### src/rtl/ad_ip_jesd204_tpl_adc_capture.sv
// Triggered capture of TPL ADC beats into a first-word-fall-through FIFO with an AXI-Stream master.
// Define ADC_CAPTURE_TLAST_EN to carry a last-beat tag through the FIFO and drive m_axis_last.
//
// state   | meaning
// IDLE    | waiting for a cfg_enable rising edge
// ARMED   | length latched, holding off while adc_rst_sync is high
// CAPTURE | storing qualified beats until the latched length is counted
// DRAIN   | capture complete, emptying the FIFO to the stream
// DONE    | FIFO empty, holding until cfg_enable falls
module ad_ip_jesd204_tpl_adc_capture #(
    parameter int NUM_CHANNELS    = 1,
    parameter int DMA_DATA_WIDTH  = 64,
    parameter int FIFO_ADDR_WIDTH = 4
) (
    input  logic                      clk,
    input  logic                      resetn,
    input  logic [NUM_CHANNELS-1:0]   adc_valid,
    input  logic [DMA_DATA_WIDTH-1:0] adc_data,
    input  logic                      adc_rst_sync,
    input  logic                      cfg_enable,
    input  logic [31:0]               cfg_length,
    output logic                      m_axis_valid,
    input  logic                      m_axis_ready,
    output logic [DMA_DATA_WIDTH-1:0] m_axis_data,
    output logic                      m_axis_last,
    output logic                      status_busy,
    output logic                      status_done,
    output logic                      status_ovf
);

    localparam int AW = FIFO_ADDR_WIDTH;
`ifdef ADC_CAPTURE_TLAST_EN
    localparam int FW = DMA_DATA_WIDTH + 1;
`else
    localparam int FW = DMA_DATA_WIDTH;
`endif
    localparam logic [AW:0] PTR_ONE = {{AW{1'b0}}, 1'b1};

    typedef enum logic [2:0] {IDLE, ARMED, CAPTURE, DRAIN, DONE} state_t;

    state_t          state;
    logic            en_q;
    logic [31:0]     len_q;
    logic [31:0]     cnt_q;
    logic [31:0]     cnt_nxt;
    logic [AW:0]     wr_ptr;
    logic [AW:0]     rd_ptr;
    logic [FW-1:0]   mem [0:(1<<AW)-1];
    logic [FW-1:0]   wr_word;
    logic [FW-1:0]   rd_word;
    logic            empty;
    logic            full;
    logic            rd_fire;
    logic            beat_in;
    logic            wr_en;
    logic            start;
    logic            abort;
    logic            is_last;
    logic            valid_unused;

    // only channel 0 qualifies beats; the other valid bits are informational
    assign valid_unused = ^adc_valid;

    assign empty   = (wr_ptr == rd_ptr);
    assign full    = (wr_ptr[AW] != rd_ptr[AW]) && (wr_ptr[AW-1:0] == rd_ptr[AW-1:0]);
    assign m_axis_valid = !empty;
    assign rd_fire = m_axis_valid && m_axis_ready;
    assign start   = cfg_enable && !en_q;
    assign abort   = !cfg_enable && (state == ARMED || state == CAPTURE || state == DRAIN);
    assign beat_in = (state == CAPTURE) && cfg_enable && adc_valid[0];
    // a full FIFO still accepts the beat when the head leaves in the same cycle
    assign wr_en   = beat_in && (!full || rd_fire);
    assign cnt_nxt = cnt_q + 32'd1;
    assign is_last = (cnt_nxt == len_q);
    assign rd_word = mem[rd_ptr[AW-1:0]];

`ifdef ADC_CAPTURE_TLAST_EN
    assign wr_word     = {is_last, adc_data};
    assign m_axis_data = rd_word[DMA_DATA_WIDTH-1:0];
    assign m_axis_last = m_axis_valid && rd_word[DMA_DATA_WIDTH];
`else
    assign wr_word     = adc_data;
    assign m_axis_data = rd_word;
    assign m_axis_last = 1'b0;
`endif

    always_ff @(posedge clk) begin
        if (wr_en) begin
            mem[wr_ptr[AW-1:0]] <= wr_word;
        end
    end

    always_ff @(posedge clk or negedge resetn) begin
        if (!resetn) begin
            state       <= IDLE;
            en_q        <= 1'b0;
            len_q       <= 32'd0;
            cnt_q       <= 32'd0;
            wr_ptr      <= '0;
            rd_ptr      <= '0;
            status_busy <= 1'b0;
            status_done <= 1'b0;
            status_ovf  <= 1'b0;
        end else begin
            en_q <= cfg_enable;
            if (abort) begin
                state       <= IDLE;
                status_busy <= 1'b0;
                status_done <= 1'b0;
                wr_ptr      <= '0;
                rd_ptr      <= '0;
            end else begin
                if (wr_en) begin
                    wr_ptr <= wr_ptr + PTR_ONE;
                end
                if (rd_fire) begin
                    rd_ptr <= rd_ptr + PTR_ONE;
                end
                // dropped beats still advance the count so the capture length holds
                if (beat_in) begin
                    cnt_q <= cnt_nxt;
                    if (!wr_en) begin
                        status_ovf <= 1'b1;
                    end
                end
                case (state)
                    IDLE: begin
                        if (start) begin
                            state       <= ARMED;
                            status_busy <= 1'b1;
                            len_q       <= cfg_length;
                            cnt_q       <= 32'd0;
                            status_ovf  <= 1'b0;
                        end
                    end
                    ARMED: begin
                        if (len_q == 32'd0) begin
                            state       <= DONE;
                            status_busy <= 1'b0;
                            status_done <= 1'b1;
                        end else if (!adc_rst_sync) begin
                            state <= CAPTURE;
                        end
                    end
                    CAPTURE: begin
                        if (beat_in && is_last) begin
                            state <= DRAIN;
                        end
                    end
                    DRAIN: begin
                        if (empty) begin
                            state       <= DONE;
                            status_busy <= 1'b0;
                            status_done <= 1'b1;
                        end
                    end
                    DONE: begin
                        if (!cfg_enable) begin
                            state       <= IDLE;
                            status_done <= 1'b0;
                        end
                    end
                    default: begin
                        state       <= IDLE;
                        status_busy <= 1'b0;
                        status_done <= 1'b0;
                    end
                endcase
            end
        end
    end

endmodule

### config.mk
export PLATFORM = sky130hd
export DESIGN_NAME = ad_ip_jesd204_tpl_adc_capture
export DESIGN_NICKNAME = d
export VERILOG_FILES = /design/src/rtl/ad_ip_jesd204_tpl_adc_capture.sv
export SDC_FILE = /design/constraint.sdc
export NUM_CORES = 1
export LEC_CHECK = 0
export BUFFER_PORTS_ARGS = -buffer_cell sky130_fd_sc_hd__buf_2
export CORE_MARGIN = 2
export CORE_UTILIZATION = 40
export DETAILED_ROUTE_END_ITERATION = 8
export PLACE_DENSITY = 0.62
export SETUP_SLACK_MARGIN = 0.3
export SYNTH_ARGS = -nofsm -noshare
export SYNTH_HDL_FRONTEND = slang
export SYNTH_SLANG_ARGS = --single-unit
### constraint.sdc
create_clock -name clk -period 6.65 [get_ports clk]
set_input_delay 1.6625 -clock clk [delete_from_list [all_inputs] [get_ports clk]]
set_output_delay 1.6625 -clock clk [all_outputs]
set_load 0.02 [all_outputs]
==> results.cfg <==
[route]
antenna_left = 0
drc = 0
wl_met2_um = 45900
drt_wl_total_um = 93700
wl_met3_um = 6250
wl_per_cell_um = 25.7
maxUsedRoutingLayer = met5
dr.first_iter.drc_count = 1796
drt_first_pass_iters = 5
vias = 20300
viasPerCell = 5.55
wl_met1_um = 39700

[layout]
fin_nets = 2262
syn2layout_area_growth_pct = 14.7
drive_above_1_share_pct = 33.7
fin_util_pct = 46.3
design_area_sq_um = 49500
fillers = 8745

[clocking]
path_clk_slew_ns = 0.06
cts_tree = built
cts-resized-gates = 0
clk_latency_ns = 0.69
cts_buffers = 111
root_buffer = clkbuf_16
clkSinkCount = 1105
clk_path_buf_depth = 3
htree_levels = 3
hold_buffers = 0
post_cts_buffers = 0

[pwr]
comb_power_share_pct = 21.9
internal-power_w = 0.0132
p_sw_w = 0.00486
ir_drop_uv = 264
p_leak_nw = 15.6
pwr-share-clk_pct = 33.5
switching_share_pct = 26.9
seqPwrFrac_pct = 44.5
p_per_area_nw_per_um2 = 364

[synth]
synth_area_leaders = edfxtp_1, mux4_2, dfrtp_1, xnor2_1, mux2_2
ys_warn_count = 0
syn_nets = 2043
synth_edf_count = 1024
syn_area_sq_um = 43200
synth_cells = 1935
synthArstFlopShare_pct = 7.33
synth_cell_types = 63
yosysTopAreaCell = edfxtp_1
synth_top_area_share_pct = 71.2
yosys_register_bits = 1105
synth_common_cells = edfxtp_1, mux4_2, dfrtp_1
ys_seq_area_share_pct = 75.9
synth_ff_type = edfxtp_1
yosysMostFrequentCell = edfxtp_1
syn_avg_cell_area_sq_um = 22.3

[critical_path]
cp_max_fo = 99
critical_path_class = reg -> out
required_ns = 4.99
r2r_setup_slack_ns = 2.38
cp.arrival_ns = 3.74
start_kind = flip-flop
worst_r2r_endpoint = mem[9][9]
reg2reg_from = rd_ptr[1]
r2r_cells = 8
end_kind = output pin

[worst_hold_path]
hp-start = status_busy
hold_path_class = reg -> reg
min_path_cells = 1
hold_end = status_busy

[sta]
fin_worst_skew_ns = 0.0720
slew_viol_final = 0
tns_ns = 0
rsz0062_at_grt = false
hold_viol = 0
max_freq_mhz = 185
period_share_pct = 81.3
slew_headroom_pct = 31.4
setup_viol = 0
worst_pin_slew_ns = 1.03
fin_crit_ns = 5.41

[placed_design]
post_dp_cell_area_sq_um = 46000
portBuffers = 169
finalWeightedCongestion = 0.816
dp.final_hpwl_um = 52500

[grt]
gr-total-overflow = 0
grt_pass1_vias = 21100
grt_pass1_wl_um = 141000
antenna_found_initial = 16
grt_max_degree = 100
grt_use_total_pct = 17.1

[floorplan]
die_w_um = 333
core-area_sq_um = 107000
start_util_pct = 40.3
rows = 120
dieArea_sq_um = 111000
io_pins = 171
die_h_um = 333

[flow_run]
max-cap-violations = 0

[outcome]
status = finished, final reports clean
## final cells by class
| cell class | count | area, sq um | share of cell area, % |
|---|---|---|---|
| well taps | 1403 | 1760 | 3.54 |
| clock buffers | 141 | 2970 | 6.00 |
| clock inverters | 64 | 586 | 1.18 |
| multi-input cells | 722 | 10100 | 20.3 |
| inverters | 5 | 18.8 | 0.0379 |
| flip-flops and latches | 1105 | 32800 | 66.2 |
| repair buffers | 209 | 1340 | 2.70 |
| diodes | 2 | 5.00 | 0.0101 |
## metal layers
layer / up-vias / track usage (%)
met5: - / 0
met4: 18 / 3.97
met3: 145 / 3.49
met2: 650 / 27.5
met1: 10900 / 24.1
li1: 8567 / -
## cells in the final DEF (no fill, tap or decap), drive strengths merged, types with 2 or more instances in the layout
cell and count:
and2 4, inv 8, bufinv 8, edfxtp 1024
ha 6, nor2 75, nand2 37, diode 2
xnor2 50, nand3 11, o21ai 9, or3 8
and3 8, clkinvlp 2, nor3 18, clkinv 51
a31oi 6, dfrtp 81, mux2 33, mux2i 2
and4 5, a21oi 19, mux4 320, xor2 35
or4 2, nand2b 7, nand4 23, nor2b 3
nor4 18, clkbuf 141, buf 209
## registers in the layout, indices dropped and copies added (netlist names)
register and flops:
cnt_q 32, len_q 32, status_done 1, status_ovf 1, state 3, status_busy 1
rd_ptr 5, wr_ptr 5, en_q 1, mem 1024
## logic make-up (layout without fill, tap and decap cells)
group / Yosys count / in the layout / share of synthesized area [%]
and+or+nand+nor: 225 / 225 / 2.77
buffers and inverters: 108 / 419 / 1.08
xor gates and xnor gates: 85 / 85 / 1.74
DFF: 1105 / 1105 / 75.9
other: 1 / 3 / 0.00868
AOI/OAI and AO/OA: 50 / 50 / 0.719
muxes: 355 / 355 / 17.6
adders and majority gates: 6 / 6 / 0.174
## stage by stage
step	total power, W	setup slack (ns)	hold slack, ns	cells
2_1_floorplan	0.0110	0.475	0.517	1935
3_3_place_gp	0.0122	1.89	0.501	3444
3_5_place_dp	0.0122	1.89	0.509	3444
4_1_cts	0.0183	1.34	0.523	3649
5_1_grt	0.0188	1.10	0.542	3649
6_report	0.0180	1.24	0.525	3651
## power by group through the flow
stage	clock network (W)	registers (W)	logic, W
6_report	0.00604	0.00803	0.00396
5_1_grt	0.00645	0.00806	0.00425
4_1_cts	0.00619	0.00803	0.00407
3_5_place_dp	0	0.00818	0.00404
3_3_place_gp	0	0.00817	0.00401
2_1_floorplan	0	0.00801	0.00296
## critical path, stage by stage (launching register included)
cell and delay [ns]:
dfrtp_4 0.88, buf_12 0.47, xor2_1 0.17, nor4_1 0.71, nand2_1 0.31, buf_2 0.25
## worst max path at each step
stage               startpoint  slack (ns)      endpoint  cells past startpoint
global route         rd_ptr[1]        1.10  m_axis_valid                      5
floorplan           cfg_enable        0.48    mem[15][0]                      6
detailed placement  cfg_enable        1.89    mem[9][59]                      9
finish               rd_ptr[1]        1.24  m_axis_valid                      5
CTS                  rd_ptr[1]        1.34  m_axis_valid                      5
global placement    cfg_enable        1.89    mem[9][55]                      9
(Power assumes the default switching activity.)
